--- src/rtl/pipe_pkg.sv ---
// Shared definitions for the pipeline hazard controller.
// Holds FSM state codes, WB data-select codes and forwarding-select codes.
// Also provides the register-match helper used by the forwarding and load-use logic.
package pipe_pkg;

    // FSM state codes
    typedef logic [1:0] state_t;
    localparam state_t RUN     = 2'd0;
    localparam state_t LDSTALL = 2'd1;
    localparam state_t MEMWAIT = 2'd2;
    localparam state_t ERR     = 2'd3;

    // WB data-select codes carried with the EX instruction
    localparam logic [1:0] SEL_ALU = 2'b00;
    localparam logic [1:0] SEL_MEM = 2'b01;
    localparam logic [1:0] SEL_PC4 = 2'b10;

    // EX operand source-select codes
    localparam logic [1:0] FWD_RF  = 2'b00;
    localparam logic [1:0] FWD_WB  = 2'b01;
    localparam logic [1:0] FWD_MEM = 2'b10;

    // True when a stage writes a real (non-x0) register that matches src
    function automatic logic reg_hit(input logic wr_en, input logic [4:0] wraddr,
                                     input logic [4:0] src);
        return wr_en && (wraddr != 5'd0) && (wraddr == src);
    endfunction

endpackage

--- src/rtl/pipe_ctrl_if.sv ---
// Hazard-controller signal bundle between the datapath and pipe_ctrl.
// Purely combinational wiring, no storage.
// The master drives stage info and consumes enables; the slave is the controller.
interface pipe_ctrl_if;
    logic [4:0]  ID_rs;
    logic [4:0]  ID_rt;
    logic        ID_use_rs;
    logic        ID_use_rt;
    logic [4:0]  EX_rs;
    logic [4:0]  EX_rt;
    logic [4:0]  EX_wraddr;
    logic        EX_wr_en;
    logic [1:0]  EX_sel_data;
    logic [4:0]  MEM_wraddr;
    logic        MEM_wr_en;
    logic [4:0]  WB_wraddr;
    logic        WB_wr_en;
    logic        EX_br_taken;
    logic        dmem_req;
    logic        dmem_ack;
    logic        pc_en;
    logic        IF_ID_en;
    logic        ID_EX_en;
    logic        EX_MEM_en;
    logic        MEM_WB_en;
    logic        IF_ID_flush;
    logic        ID_EX_flush;
    logic [1:0]  fwd_a;
    logic [1:0]  fwd_b;
    logic        dmem_err;
`ifdef PIPE_CTRL_PERF_EN
    logic [31:0] stall_cnt;
    logic [31:0] flush_cnt;
    logic [31:0] freeze_cnt;
`endif

    modport master (
        output ID_rs, ID_rt, ID_use_rs, ID_use_rt, EX_rs, EX_rt, EX_wraddr, EX_wr_en,
               EX_sel_data, MEM_wraddr, MEM_wr_en, WB_wraddr, WB_wr_en, EX_br_taken,
               dmem_req, dmem_ack,
        input  pc_en, IF_ID_en, ID_EX_en, EX_MEM_en, MEM_WB_en, IF_ID_flush, ID_EX_flush,
               fwd_a, fwd_b, dmem_err
`ifdef PIPE_CTRL_PERF_EN
        , stall_cnt, flush_cnt, freeze_cnt
`endif
    );

    modport slave (
        input  ID_rs, ID_rt, ID_use_rs, ID_use_rt, EX_rs, EX_rt, EX_wraddr, EX_wr_en,
               EX_sel_data, MEM_wraddr, MEM_wr_en, WB_wraddr, WB_wr_en, EX_br_taken,
               dmem_req, dmem_ack,
        output pc_en, IF_ID_en, ID_EX_en, EX_MEM_en, MEM_WB_en, IF_ID_flush, ID_EX_flush,
               fwd_a, fwd_b, dmem_err
`ifdef PIPE_CTRL_PERF_EN
        , stall_cnt, flush_cnt, freeze_cnt
`endif
    );
endinterface

--- src/rtl/fwd_unit.sv ---
// Forwarding select for one EX operand: MEM result, else WB result, else regfile.
// Purely combinational, zero cycles.
// No flow control; output is valid whenever inputs are.
module fwd_unit
    import pipe_pkg::*;
(
    input  logic [4:0] src,
    input  logic [4:0] mem_wraddr,
    input  logic       mem_wr_en,
    input  logic [4:0] wb_wraddr,
    input  logic       wb_wr_en,
    output logic [1:0] fwd
);

    // Youngest producer wins: MEM is newer than WB
    always_comb begin
        fwd = FWD_RF;
        if (reg_hit(mem_wr_en, mem_wraddr, src)) begin
            fwd = FWD_MEM;
        end else if (reg_hit(wb_wr_en, wb_wraddr, src)) begin
            fwd = FWD_WB;
        end
    end

endmodule

--- src/rtl/pipe_ctrl.sv ---
// Pipeline hazard controller: load-use stall, branch flush, dmem freeze/timeout, forwarding.
// Stage enables and forwarding selects are combinational; FSM state updates each clk.
// A dmem request without ack freezes every stage; optional PIPE_CTRL_PERF_EN adds event counters.
module pipe_ctrl
    import pipe_pkg::*;
#(
    parameter int TIMEOUT = 16
) (
    input  logic        clk,
    input  logic        rst,
    pipe_ctrl_if.slave  bus
);

    localparam int WAIT_W = $clog2(TIMEOUT + 1);

    state_t              state;
    state_t              state_nxt;
    logic [WAIT_W-1:0]   wait_cnt;
    logic [WAIT_W-1:0]   wait_cnt_nxt;
    logic                err_q;
    logic                active;
    logic                load_use;
    logic                freeze;
    logic                flush_br;
    logic                stall;
    logic                timeout;

    // Event decode; priority is freeze, then branch flush, then load-use
    always_comb begin
        active   = (state != ERR);
        load_use = (bus.EX_sel_data == SEL_MEM) &&
                   ((bus.ID_use_rs && reg_hit(bus.EX_wr_en, bus.EX_wraddr, bus.ID_rs)) ||
                    (bus.ID_use_rt && reg_hit(bus.EX_wr_en, bus.EX_wraddr, bus.ID_rt)));
        freeze   = active && bus.dmem_req && !bus.dmem_ack;
        flush_br = active && !freeze && bus.EX_br_taken;
        // A load stalls once: LDSTALL masks the hazard that is still visible
        stall    = active && !freeze && !bus.EX_br_taken && load_use && (state != LDSTALL);
        timeout  = freeze && (wait_cnt == WAIT_W'(TIMEOUT - 1));
    end

    // Stage-register enables and bubble inserts
    always_comb begin
        bus.pc_en       = active && !freeze && !stall;
        bus.IF_ID_en    = active && !freeze && !stall;
        bus.ID_EX_en    = active && !freeze;
        bus.EX_MEM_en   = active && !freeze;
        bus.MEM_WB_en   = active && !freeze;
        bus.IF_ID_flush = flush_br;
        bus.ID_EX_flush = flush_br || stall;
        bus.dmem_err    = err_q;
    end

    // Next-state and consecutive-freeze counter
    always_comb begin
        state_nxt    = RUN;
        wait_cnt_nxt = '0;
        if (!active) begin
            state_nxt = ERR;
        end else if (timeout) begin
            state_nxt = ERR;
        end else if (freeze) begin
            state_nxt    = MEMWAIT;
            wait_cnt_nxt = wait_cnt + 1'b1;
        end else if (stall) begin
            state_nxt = LDSTALL;
        end
    end

    // State registers; ERR is left only through rst
    always_ff @(posedge clk) begin
        if (rst) begin
            state    <= RUN;
            wait_cnt <= '0;
            err_q    <= 1'b0;
        end else begin
            state    <= state_nxt;
            wait_cnt <= wait_cnt_nxt;
            err_q    <= err_q || timeout;
        end
    end

    fwd_unit u_fwd_a (
        .src        (bus.EX_rs),
        .mem_wraddr (bus.MEM_wraddr),
        .mem_wr_en  (bus.MEM_wr_en),
        .wb_wraddr  (bus.WB_wraddr),
        .wb_wr_en   (bus.WB_wr_en),
        .fwd        (bus.fwd_a)
    );

    fwd_unit u_fwd_b (
        .src        (bus.EX_rt),
        .mem_wraddr (bus.MEM_wraddr),
        .mem_wr_en  (bus.MEM_wr_en),
        .wb_wraddr  (bus.WB_wraddr),
        .wb_wr_en   (bus.WB_wr_en),
        .fwd        (bus.fwd_b)
    );

`ifdef PIPE_CTRL_PERF_EN
    logic [31:0] stall_cnt_q;
    logic [31:0] flush_cnt_q;
    logic [31:0] freeze_cnt_q;

    // Free-running event counters, wrap naturally at 2^32
    always_ff @(posedge clk) begin
        if (rst) begin
            stall_cnt_q  <= '0;
            flush_cnt_q  <= '0;
            freeze_cnt_q <= '0;
        end else begin
            if (stall)    stall_cnt_q  <= stall_cnt_q + 32'd1;
            if (flush_br) flush_cnt_q  <= flush_cnt_q + 32'd1;
            if (freeze)   freeze_cnt_q <= freeze_cnt_q + 32'd1;
        end
    end

    assign bus.stall_cnt  = stall_cnt_q;
    assign bus.flush_cnt  = flush_cnt_q;
    assign bus.freeze_cnt = freeze_cnt_q;
`endif

endmodule

--- src/flat_wrapper.sv ---
// flat-port wrapper written by rule: the top's interface ports become plain ports
module pipe_ctrl_flat import pipe_pkg::*;
#(
    parameter int TIMEOUT = 16
)
  (clk, rst, bus_ID_rs, bus_ID_rt, bus_ID_use_rs, bus_ID_use_rt, bus_EX_rs, bus_EX_rt, bus_EX_wraddr, bus_EX_wr_en, bus_EX_sel_data, bus_MEM_wraddr, bus_MEM_wr_en, bus_WB_wraddr, bus_WB_wr_en, bus_EX_br_taken, bus_dmem_req, bus_dmem_ack, bus_pc_en, bus_IF_ID_en, bus_ID_EX_en, bus_EX_MEM_en, bus_MEM_WB_en, bus_IF_ID_flush, bus_ID_EX_flush, bus_fwd_a, bus_fwd_b, bus_dmem_err);
  pipe_ctrl_if bus_i ();
  input  logic clk;
  input  logic rst;
  input wire logic [$bits(bus_i.ID_rs)-1:0] bus_ID_rs;
  input wire logic [$bits(bus_i.ID_rt)-1:0] bus_ID_rt;
  input wire logic [$bits(bus_i.ID_use_rs)-1:0] bus_ID_use_rs;
  input wire logic [$bits(bus_i.ID_use_rt)-1:0] bus_ID_use_rt;
  input wire logic [$bits(bus_i.EX_rs)-1:0] bus_EX_rs;
  input wire logic [$bits(bus_i.EX_rt)-1:0] bus_EX_rt;
  input wire logic [$bits(bus_i.EX_wraddr)-1:0] bus_EX_wraddr;
  input wire logic [$bits(bus_i.EX_wr_en)-1:0] bus_EX_wr_en;
  input wire logic [$bits(bus_i.EX_sel_data)-1:0] bus_EX_sel_data;
  input wire logic [$bits(bus_i.MEM_wraddr)-1:0] bus_MEM_wraddr;
  input wire logic [$bits(bus_i.MEM_wr_en)-1:0] bus_MEM_wr_en;
  input wire logic [$bits(bus_i.WB_wraddr)-1:0] bus_WB_wraddr;
  input wire logic [$bits(bus_i.WB_wr_en)-1:0] bus_WB_wr_en;
  input wire logic [$bits(bus_i.EX_br_taken)-1:0] bus_EX_br_taken;
  input wire logic [$bits(bus_i.dmem_req)-1:0] bus_dmem_req;
  input wire logic [$bits(bus_i.dmem_ack)-1:0] bus_dmem_ack;
  output wire logic [$bits(bus_i.pc_en)-1:0] bus_pc_en;
  output wire logic [$bits(bus_i.IF_ID_en)-1:0] bus_IF_ID_en;
  output wire logic [$bits(bus_i.ID_EX_en)-1:0] bus_ID_EX_en;
  output wire logic [$bits(bus_i.EX_MEM_en)-1:0] bus_EX_MEM_en;
  output wire logic [$bits(bus_i.MEM_WB_en)-1:0] bus_MEM_WB_en;
  output wire logic [$bits(bus_i.IF_ID_flush)-1:0] bus_IF_ID_flush;
  output wire logic [$bits(bus_i.ID_EX_flush)-1:0] bus_ID_EX_flush;
  output wire logic [$bits(bus_i.fwd_a)-1:0] bus_fwd_a;
  output wire logic [$bits(bus_i.fwd_b)-1:0] bus_fwd_b;
  output wire logic [$bits(bus_i.dmem_err)-1:0] bus_dmem_err;
  assign bus_i.ID_rs = bus_ID_rs;
  assign bus_i.ID_rt = bus_ID_rt;
  assign bus_i.ID_use_rs = bus_ID_use_rs;
  assign bus_i.ID_use_rt = bus_ID_use_rt;
  assign bus_i.EX_rs = bus_EX_rs;
  assign bus_i.EX_rt = bus_EX_rt;
  assign bus_i.EX_wraddr = bus_EX_wraddr;
  assign bus_i.EX_wr_en = bus_EX_wr_en;
  assign bus_i.EX_sel_data = bus_EX_sel_data;
  assign bus_i.MEM_wraddr = bus_MEM_wraddr;
  assign bus_i.MEM_wr_en = bus_MEM_wr_en;
  assign bus_i.WB_wraddr = bus_WB_wraddr;
  assign bus_i.WB_wr_en = bus_WB_wr_en;
  assign bus_i.EX_br_taken = bus_EX_br_taken;
  assign bus_i.dmem_req = bus_dmem_req;
  assign bus_i.dmem_ack = bus_dmem_ack;
  assign bus_pc_en = bus_i.pc_en;
  assign bus_IF_ID_en = bus_i.IF_ID_en;
  assign bus_ID_EX_en = bus_i.ID_EX_en;
  assign bus_EX_MEM_en = bus_i.EX_MEM_en;
  assign bus_MEM_WB_en = bus_i.MEM_WB_en;
  assign bus_IF_ID_flush = bus_i.IF_ID_flush;
  assign bus_ID_EX_flush = bus_i.ID_EX_flush;
  assign bus_fwd_a = bus_i.fwd_a;
  assign bus_fwd_b = bus_i.fwd_b;
  assign bus_dmem_err = bus_i.dmem_err;
  pipe_ctrl #(.TIMEOUT(TIMEOUT)) u_core (.clk(clk), .rst(rst), .bus(bus_i));
endmodule
--- config.mk ---
export PLATFORM = sky130hd
export DESIGN_NAME = pipe_ctrl_flat
export DESIGN_NICKNAME = d
export VERILOG_FILES = /design/src/rtl/pipe_pkg.sv /design/src/rtl/pipe_ctrl_if.sv /design/src/rtl/fwd_unit.sv /design/src/rtl/pipe_ctrl.sv /design/src/flat_wrapper.sv
export SDC_FILE = /design/constraint.sdc
export NUM_CORES = 1
export LEC_CHECK = 0
export ABC_AREA = 1
export CAP_MARGIN = 20
export CELL_PAD_IN_SITES_DETAIL_PLACEMENT = 0
export CELL_PAD_IN_SITES_GLOBAL_PLACEMENT = 2
export CORE_ASPECT_RATIO = 1.25
export CORE_MARGIN = 2
export CORE_UTILIZATION = 16
export CTS_CLUSTER_SIZE = 14
export DETAILED_ROUTE_END_ITERATION = 8
export PLACE_DENSITY = 0.81
export SETUP_SLACK_MARGIN = 0.5
export SKIP_LAST_GASP = 1
export SLEW_MARGIN = 40
export SYNTH_ARGS = -nofsm -noshare
export SYNTH_HDL_FRONTEND = slang
export SYNTH_SLANG_ARGS = --single-unit
--- constraint.sdc ---
create_clock -name clk -period 1.88 [get_ports clk]
set_input_delay 0.47 -clock clk [delete_from_list [all_inputs] [get_ports clk]]
set_output_delay 0.47 -clock clk [all_outputs]
set_load 0.005 [all_outputs]
# Word level (Yosys, flattened, before mapping)
# Cells that the tools add are included.
# op_classes
n_reduce_logical,32
n_eq_ne,10
bitwise,2
addsub,1
mux,8
# op_table
op,count
$eq A5 B5 Y1,6
$logic_and A1 B1 Y1,21
$reduce_bool A5 Y1,3
$mux W2,5
$add A5 B1 Y5 const B,1
$eq A5 B4 Y1 const B,1
$logic_not A1 Y1,4
$reduce_or A4 Y1,1
$logic_or A1 B1 Y1,3
$mux W1,3
$eq A2 B1 Y1 const B,1
$ne A2 B1 Y1 const B,1
$ne A2 B2 Y1 const B,1
$not A1 Y1,2
# totals
ff_bits,8
wordCells,56
out_inout_bits,12

# Logic depth before layout (Yosys ltp)
# Gate-level depths: netlist (run 1).
# logic_depth
word_depth,12
mapped_depth,8
depth_no_buf,8

# By module
# Synthesis (run 1) repeated with hierarchy kept, for this count alone.
# unflattened
hier_cells,205
hier_area_um2,1023.5
# by_module_without_submodules
module,area_each_um2,seq_area_each_um2,instances,cells_each
pipe_ctrl,595.6,160.2,1,105
fwd_unit,214.0,0.0,2,50

# Worst setup path before layout (run 1)
# OpenSTA, ideal clock, no wires.
# synth_path
path_kind,input -> output
startpoint,input bus_dmem_ack
endpoint,output bus_pc_en
path_slack_ns,0.147
t_arrival_ns,1.263
required_ns,1.410
stages,7
cell_sequence,inv_2 nand2_1 inv_2 nor2_1 inv_2 a21oi_1 buf_4
# synth_between
elab_chain_cells,9
# synth_rtl
item,line,text
"start, declared",flat_wrapper.sv:25,input wire logic [$bits(bus_i.dmem_ack)-1:0] bus_dmem_ack;
$logic_not A1 Y1 (*),pipe_ctrl.sv:34,freeze = active && bus.dmem_req && !bus.dmem_ack;
$logic_and A1 B1 Y1 (*),pipe_ctrl.sv:34,
$logic_not A1 Y1 (*),-,
$logic_and A1 B1 Y1 (*),-,
named net bus_EX_MEM_en,flat_wrapper.sv:29,output wire logic [$bits(bus_i.EX_MEM_en)-1:0] bus_EX_MEM_en;
$logic_and A1 B1 Y1 (3 in series),pipe_ctrl.sv:37,stall = active && !freeze && !bus.EX_br_taken && load_use && (state != LDSTALL);
$logic_not A1 Y1,pipe_ctrl.sv:43,bus.pc_en = active && !freeze && !stall;
$logic_and A1 B1 Y1 (*),pipe_ctrl.sv:43,
"end, declared",flat_wrapper.sv:26,output wire logic [$bits(bus_i.pc_en)-1:0] bus_pc_en;
# The timed path passes the listed nets; every way through them passes the cells marked *.

# Worst setup path in the final report (run 1)
# layout_path
startpoint,input bus_EX_rt[4]
endpoint,output bus_fwd_b[0]
# layout_between
elab_chain_cells,4
word_cells_on_any_way,6
classes_between,eq/ne: 2; mux: 2; reduce/logical: 2
# layout_rtl
item,line,text
"start, declared",flat_wrapper.sv:15,input wire logic [$bits(bus_i.EX_rt)-1:0] bus_EX_rt;
$eq A5 B5 Y1,pipe_pkg.sv:26,return wr_en && (wraddr != 5'd0) && (wraddr == src);
$logic_and A1 B1 Y1,pipe_pkg.sv:26,
$mux W1,fwd_unit.sv:20,"end else if (reg_hit(wb_wr_en, wb_wraddr, src)) begin"
$mux W2 (*),fwd_unit.sv:18,"if (reg_hit(mem_wr_en, mem_wraddr, src)) begin"
"end, declared",flat_wrapper.sv:34,output wire logic [$bits(bus_i.fwd_b)-1:0] bus_fwd_b;
# Every way passes the cells marked *; elsewhere a longest branch is shown, timed or not.

==> summary.txt, run 1 <==
Status
  • Status: complete, no violations

Setup path
  • Crit Path Category: input pin to primary output
  • Worst path max stage delay: 0.26 ns
  • Crit start category: input pin
  • Worst path bufs/invs: 3
  • CP Capture Type: primary output
  • CP arrival: about 1.3 ns
  • Crit-path max FO: 2
  • Crit path max-delay family: buffers and inverters
  • CP max stage cell: dlygate4sd2_1
  • Crit path cell chain: dlygate4sd2_1, xor2_1, nor3_2, buf_4, nor2_2, buf_2
  • Req. time, crit path: 1.41 ns

STA
  • Measured slew at the worst slew-check pin: 0.175 ns
  • Setup-failing EPs final: 0
  • Skew final: 0.000529 ns
  • Final worst path period need: approximately 1.8 ns
  • WHS: 0.467 ns
  • RSZ-0062 raised after global routing: yes
  • Pins Over Slew Limit: 0
  • Hold Fails Final Rpt: 0
  • FMAX: 0.551 GHz
  • Relative slew margins: 88.3%
  • Tcrit/Tclk final: 96.5%

Floorplanning
  • IO Count: 59
  • # rows: 30
  • Starting density of the core: 16.5%
  • Die Height: approximately 87 µm
  • Core ar.: ~0.0054 mm²
  • Total die area: just over 0.006 mm²
  • Die W: 70.5 µm

Global routing
  • Initial antenna violation count: 1
  • Met1 Use GR: 11.7%
  • Largest net degree at the start of global routing: 6
  • Vias in the first global route: 1143
  • Congestion Overflow GR: 0
  • Met2 Track Usage GR: 16.7%
  • Global-route wire length before repair: about 4.8 mm
  • Overall global routing resource usage: 9.34%
  • Busiest grt layer: met2
  • Met3 Usage GRT: 1.50%

Layout
  • FF+latch area: 164 µm²
  • Final instance area: 0.00193 mm²
  • Final cell count without fillers: 292
  • Multi-input logic area: 795 µm²
  • Share of cells above drive strength 1: 64.3%
  • Final Util: 35.9%
  • Nets: 278
  • Layout Area Growth over Synthesis: 118%
  • Fillcell total: 587

Detailed routing
  • Via count: 1116
  • Routed vias/inst: 3.82
  • Drt first pass iters: 2
  • Drt drc: 0
  • Initial DRC count: 14
  • WL final: 2.83 mm
  • Antenna Violating Nets Remaining: 0
  • Wire length per cell: ~9.7 µm

Place
  • Dpl hpwl: 2.27 mm
  • Port bufs: 58
  • Placed cell area: 0.00168 mm²
  • DP Cell Count: 278
  • Placer Congestion: 0.692

Clock network
  • Skew-Pair Late Insertion Delay: 0.22 ns
  • Hold_buf cts: 0
  • Clk sinks: 8
  • Clock-pin transition on the worst setup and hold timing paths: 0.04 ns
  • H-tree levels: 1
  • Num CTS Buffers: 3
  • Root buffer cell: clkbuf_8
  • CTS tree: done
  • Clock Path Buffers: 2

Pwr
  • Lkg Pwr: around 0.93 nW
  • Pwr Total: around 0.7 mW
  • Worst vdd ir: 0.183 mV
  • P per Cell Area: 356 mW/mm²

Synth
  • Synthesized area: 883 µm²
  • Syn Area/Cell: between 6 and 7 µm²
  • Post-synthesis sequential area ratio: between 15 and 20%
  • Synth Flop Type: dfxtp_1
  • Yosys Warn Count: 0
  • EDFF count, synth: 0
  • Dominant cell type by area after synthesis: dfxtp_1
  • Top-area cell type share of the netlist area: a little under a fifth
  • Dominant cells by area after synthesis: dfxtp_1 (18%), nand2_1 (14%), xnor2_1 (12%)
  • Mapped Cells: 145
  • Syn_nets: 194
  • Yosys cell types: 23
  • Synthesis-stage register bit count: 8
  • Async S/R FF share, synth: 0%

Job
  • Max_cap viols: 0

Hold path
  • Hold WC Path Type: register to register
==> cells in the mapped netlist (2+ instances only) <==
cell type / instances
nand2_1: 34
nor2_1: 25
inv_1: 17
xnor2_1: 12
dfxtp_1: 8
inv_2: 8
xor2_1: 8
nand3_1: 4
nand4_1: 4
nor3_1: 4
buf_4: 3
a21oi_1: 2
a21oi_2: 2
ha_1: 2
nand2_2: 2
nor3_2: 2
o21ai_1: 2
==> what timing repair did <==
item                                    CTS  global route
endpoints found under the setup margin   15            13
buffers inserted                          7             3
pin swaps                                51            41
gates resized for setup                 258            50
==> cells in the final DEF (no fill, tap or decap), drive strengths merged <==
cell / synthesis / layout
dfxtp: 8 / 8
nor3b: 1 / 1
xnor2: 12 / 12
clkinv: 0 / 1
clkdlybuf4s50: 0 / 1
nand2: 36 / 36
a21oi: 4 / 4
diode: 0 / 1
inv: 25 / 24
clkbuf: 0 / 6
nand3: 4 / 4
nor2: 26 / 26
o21a: 1 / 1
ha: 2 / 2
o21bai: 1 / 1
o21ai: 3 / 3
dlygate4sd2: 0 / 6
nor3: 6 / 6
xor2: 8 / 8
buf: 3 / 72
nand4: 5 / 5
==> state kept, by name, summed over array words and instances (netlist names) <==
| register | flops |
|---|---|
| u_core.bus.dmem_err | 1 |
| u_core.wait_cnt | 5 |
| u_core.state | 2 |
==> path summary, 6_finish.rpt <==
kind | slack, ns | endpoint | depth (start not counted) | start
max | 0.07 | bus_fwd_b[0] | 6 | bus_EX_rt[4]
min | 0.47 | u_core.bus.dmem_err | 1 | u_core.bus.dmem_err
max reg2reg | 0.55 | u_core.state[0] | 8 | u_core.wait_cnt[0]
min reg2reg | 0.47 | u_core.bus.dmem_err | 1 | u_core.bus.dmem_err
==> final cells by class <==
type	instances	area share, %
sequential	8	8.51
clock buffer	3	2.14
multi-input combinational	109	41.3
tap	64	4.16
antenna	1	0.130
inverter	25	6.82
timing repair buffer	82	37.0
==> report_power, final <==
part | switching, mW | internal [mW]
Sequential | 0.00214 | 0.173
Combinational | 0.131 | 0.179
Clock | 0.0623 | 0.138
Total | 0.195 | 0.490
==> metal layers <==
| layer | wire length [µm] | vias to the layer above |
|---|---|---|
| li1 | - | 608 |
| met1 | 1180 | 480 |
| met2 | 1510 | 28 |
| met3 | 139 | 0 |
| met4 | 0 | 0 |
| met5 | 0 | - |
==> logic make-up (layout without fill, tap and decap cells) <==
group | count (synthesis) | count (layout) | synth area share, %
compound gates | 9 | 9 | 6.94
buf+inv | 28 | 110 | 13.2
flops | 8 | 8 | 18.1
simple gates | 78 | 78 | 39.1
fa+ha+maj | 2 | 2 | 2.83
other cells | 0 | 1 | 0
xor+xnor | 20 | 20 | 19.8
==> per-stage QoR <==
| stage | TNS (ns) | setup slack [ns] |
|---|---|---|
| 2_1_floorplan | 0 | 0.357 |
| 3_3_place_gp | -6.97 | -0.804 |
| 3_5_place_dp | -6.94 | -0.811 |
| 4_1_cts | 0 | 0.0168 |
| 5_1_grt | -0.0122 | -0.0122 |
| 6_report | 0 | 0.0655 |
Power figures use the tool's default switching activity.
==> run 2, diff against run 1 <==
--- a/config.mk
+++ b/config.mk
@@ -10,7 +10,6 @@
 export CELL_PAD_IN_SITES_DETAIL_PLACEMENT = 0
 export CELL_PAD_IN_SITES_GLOBAL_PLACEMENT = 2
 export CORE_ASPECT_RATIO = 1.25
-export CORE_MARGIN = 2
 export CORE_UTILIZATION = 16
 export CTS_CLUSTER_SIZE = 14
 export DETAILED_ROUTE_END_ITERATION = 8
==> summary.txt, run 2 (synthesized netlist as in run 1, its figures left out) <==
Place
  • Dpl hpwl: 2.35 mm (was 2.27 mm)
  • Placer Congestion: 0.701 (was 0.692)
  • Pre-CTS setup slack: -0.768 ns (was -0.811 ns)
  • Port bufs: 58 (unchanged)
  • DP Cell Count: 275 (was 278)

Setup path
  • WP depth: 16 (was 6)
  • CP Capture Type: register (was primary output)
  • Req. time, crit path: 2.04 ns (was 1.41 ns)
  • Crit path cell chain: buf_6, buf_8, inv_8, nand2_2, nand2_2, nor2_4, nand3_2, nand2_2, nand2_2, buf_6, buf_4, buf_4, buf_4, buf_4, buf_4, a21oi_2 (was dlygate4sd2_1, xor2_1, nor3_2, buf_4, nor2_2, buf_2)
  • Worst path bufs/invs: 9 (was 3)
  • Crit-path max FO: 4 (was 2)
  • Worst path max stage delay: 0.12 ns (was 0.26 ns)
  • R2R Setup Slk: 0.23 ns (was 0.55 ns)
  • Top cell by count, worst path: buf_4
  • R2R cell count: 11 (was 8)
  • Crit path max-delay family: buffers and inverters (unchanged)
  • CP max stage cell: buf_6 (was dlygate4sd2_1)
  • Reg2reg start: u_core.state[0] (was u_core.wait_cnt[0])
  • Crit Path Category: input pin to register (was input pin to primary output)
  • CP arrival: 1.97 ns (was 1.34 ns)
  • Crit start category: input pin (unchanged)
  • Reg-to-reg endpoint: u_core.state[0] (unchanged)

Global routing
  • Vias in the first global route: 1195 (was 1143)
  • Overall global routing resource usage: 11.0% (was 9.34%)
  • Global-route wire length before repair: 4.84 mm (was 4.77 mm)
  • Largest net degree at the start of global routing: 6 (unchanged)
  • Initial antenna violation count: 1 (unchanged)
  • Congestion Overflow GR: 0 (unchanged)

Clock network
  • Clock-pin transition on the worst setup and hold timing paths: 0.04 ns (about the same)
  • Root buffer cell: clkbuf_8 (unchanged)
  • Hold_buf cts: 0 (unchanged)
  • Skew-Pair Late Insertion Delay: 0.23 ns (was 0.22 ns)
  • Clk sinks: 8 (unchanged)
  • CTS tree: done (unchanged)
  • Clock Path Buffers: 2 (unchanged)
  • H-tree levels: 1 (unchanged)
  • Num CTS Buffers: 3 (unchanged)

STA
  • RSZ-0062 raised after global routing: yes (unchanged)
  • Setup WS post-layout: 0.0643 ns (was 0.0655 ns)
  • FMAX: 0.551 GHz (about the same)
  • Setup-failing EPs final: 0 (unchanged)
  • TNS Setup: 0 ns (unchanged)
  • Pins Over Slew Limit: 0 (unchanged)
  • Tcrit/Tclk final: 96.6% (was 96.5%)
  • Final worst path period need: 1.82 ns (was 1.81 ns)
  • Hold Fails Final Rpt: 0 (unchanged)
  • Relative slew margins: 87.5% (was 88.3%)
  • Skew final: 0.00286 ns (was 0.000529 ns)
  • Measured slew at the worst slew-check pin: 0.186 ns (was 0.175 ns)

Hold path
  • Worst Hold End: u_core.wait_cnt[0] (was u_core.bus.dmem_err)
  • Worst hold path depth: 1 (unchanged)
  • Hold WC Path Type: register to register (unchanged)
  • HP Start: u_core.wait_cnt[0] (was u_core.bus.dmem_err)

Detailed routing
  • Via count: 1156 (was 1116)
  • Initial DRC count: 16 (was 14)
  • Wire length per cell: 10.2 µm (was 9.70 µm)
  • Drt drc: 0 (unchanged)
  • Antenna Violating Nets Remaining: 0 (unchanged)
  • Routed vias/inst: 3.96 (was 3.82)
  • WL final: 2.98 mm (was 2.83 mm)
  • Drt first pass iters: 2 (unchanged)

Floorplanning
  • Die Height: 85.1 µm (was 87.1 µm)
  • Core ar.: 0.00519 mm² (was 0.00537 mm²)
  • Die W: 68.5 µm (was 70.5 µm)
  • Total die area: 0.00582 mm² (was 0.00614 mm²)
  • # rows: 29 (was 30)
  • IO Count: 59 (unchanged)
  • Starting density of the core: 17.0% (was 16.5%)

Pwr
  • Worst vdd ir: 0.185 mV (was 0.183 mV)
  • Lkg Pwr: 0.946 nW (was 0.932 nW)
  • P per Cell Area: 354 mW/mm² (was 356 mW/mm²)

Layout
  • Nets: 280 (was 278)
  • Layout Area Growth over Synthesis: 120% (was 118%)
  • Commonest non-fill, non-tap cell in the layout: nand2_1 (was buf_6)
  • Final Util: 37.5% (was 35.9%)
  • Most frequent cells in the layout: nand2_1 (24), buf_4 (21), buf_2 (20) (was buf_6 (29), buf_2 (22), nand2_1 (18))
  • Share of cells above drive strength 1: 59.4% (was 64.3%)
  • Largest reg by FF count: u_core.wait_cnt (unchanged)
  • Max FFs per register: 5 (unchanged)
  • Final cell count without fillers: 292 (unchanged)

Status
  • Status: complete, no violations (unchanged)

Job
  • Max_cap viols: 0 (unchanged)
[run 2: cell count changes in the layout (fill, tap and decap cells not counted), sizes merged]
| cell | delta |
|---|---|
| clkinv | -1 |
| dlygate4sd2 | +1 |
| buf | -6 |
| inv | +1 |
| clkdlybuf4s15 | +5 |
| clkbuf | +2 |
[run 2: per-stage QoR]
stage / cell area, µm² / total power [mW] / hold WS [ns]
5_1_grt: 1940 / 0.735 / 0.453
3_5_place_dp: 1670 / 0.452 / 0.440
4_1_cts: 1820 / 0.672 / 0.439
3_3_place_gp: 1670 / 0.453 / 0.429
2_1_floorplan: 937 / 0.278 / 0.418
6_report: 1940 / 0.688 / 0.436
[run 2: area by class of cell]
type | count | area (µm²)
well taps | 62 | 77.6
diodes | 1 | 2.50
repair buffers | 84 | 712
inverters | 25 | 124
flip-flops and latches | 8 | 164
clock buffers | 3 | 41.3
fillers | 578 | 3240
multi-input cells | 109 | 823
[run 2: routing by layer]
metal	vias up	part of all wire, %	track usage, %
met5	-	0	0
met4	0	1.5	3.79
met3	4	7.5	3.49
met2	38	53	19.0
met1	500	38	12.4
li1	614	-	-
[run 2: what timing repair did]
action / in CTS / in global routing
buffers inserted: 13 / 0
setup endpoints to repair: 16 / 18
pin swaps: 51 / 31
resized for setup: 231 / 46
[run 2: where the power goes]
| part | internal (mW) | switching (mW) | total (mW) |
|---|---|---|---|
| Combinational | 0.176 | 0.135 | 0.311 |
| Clock | 0.138 | 0.0634 | 0.202 |
| Sequential | 0.173 | 0.00166 | 0.174 |
| Total | 0.487 | 0.200 | 0.688 |
[run 2: worst max-delay path by stage]
stage / slack [ns] / endpoint / startpoint
2_1_floorplan: 0.36 / bus_pc_en / bus_ID_rs[1]
3_3_place_gp: -0.78 / bus_ID_EX_flush / bus_EX_wraddr[1]
3_5_place_dp: -0.77 / bus_IF_ID_en / bus_EX_wraddr[0]
4_1_cts: 0.07 / bus_ID_EX_flush / bus_EX_wraddr[1]
5_1_grt: -0.005 / bus_ID_EX_flush / bus_EX_wraddr[1]
6_report: 0.06 / u_core.state[0] / bus_EX_wraddr[1]
[run 2: worst register-to-register path: cells and delay by family, from the launching register on]
kind                   cells  cell delay [ns]
AOI/OAI and AO/OA          2             0.25
and+or+nand+nor            3             0.29
DFF                        1             0.31
buffers and inverters      6             0.72
==> run 3, diff against run 2 <==
--- a/config.mk
+++ b/config.mk
@@ -13,6 +13,7 @@
 export CORE_UTILIZATION = 16
 export CTS_CLUSTER_SIZE = 14
 export DETAILED_ROUTE_END_ITERATION = 8
+export HOLD_SLACK_MARGIN = 0.06
 export PLACE_DENSITY = 0.81
 export SETUP_SLACK_MARGIN = 0.5
 export SKIP_LAST_GASP = 1
==> results of run 3 <==
The final DEF is identical to that of run 2; final timing and power are the same.
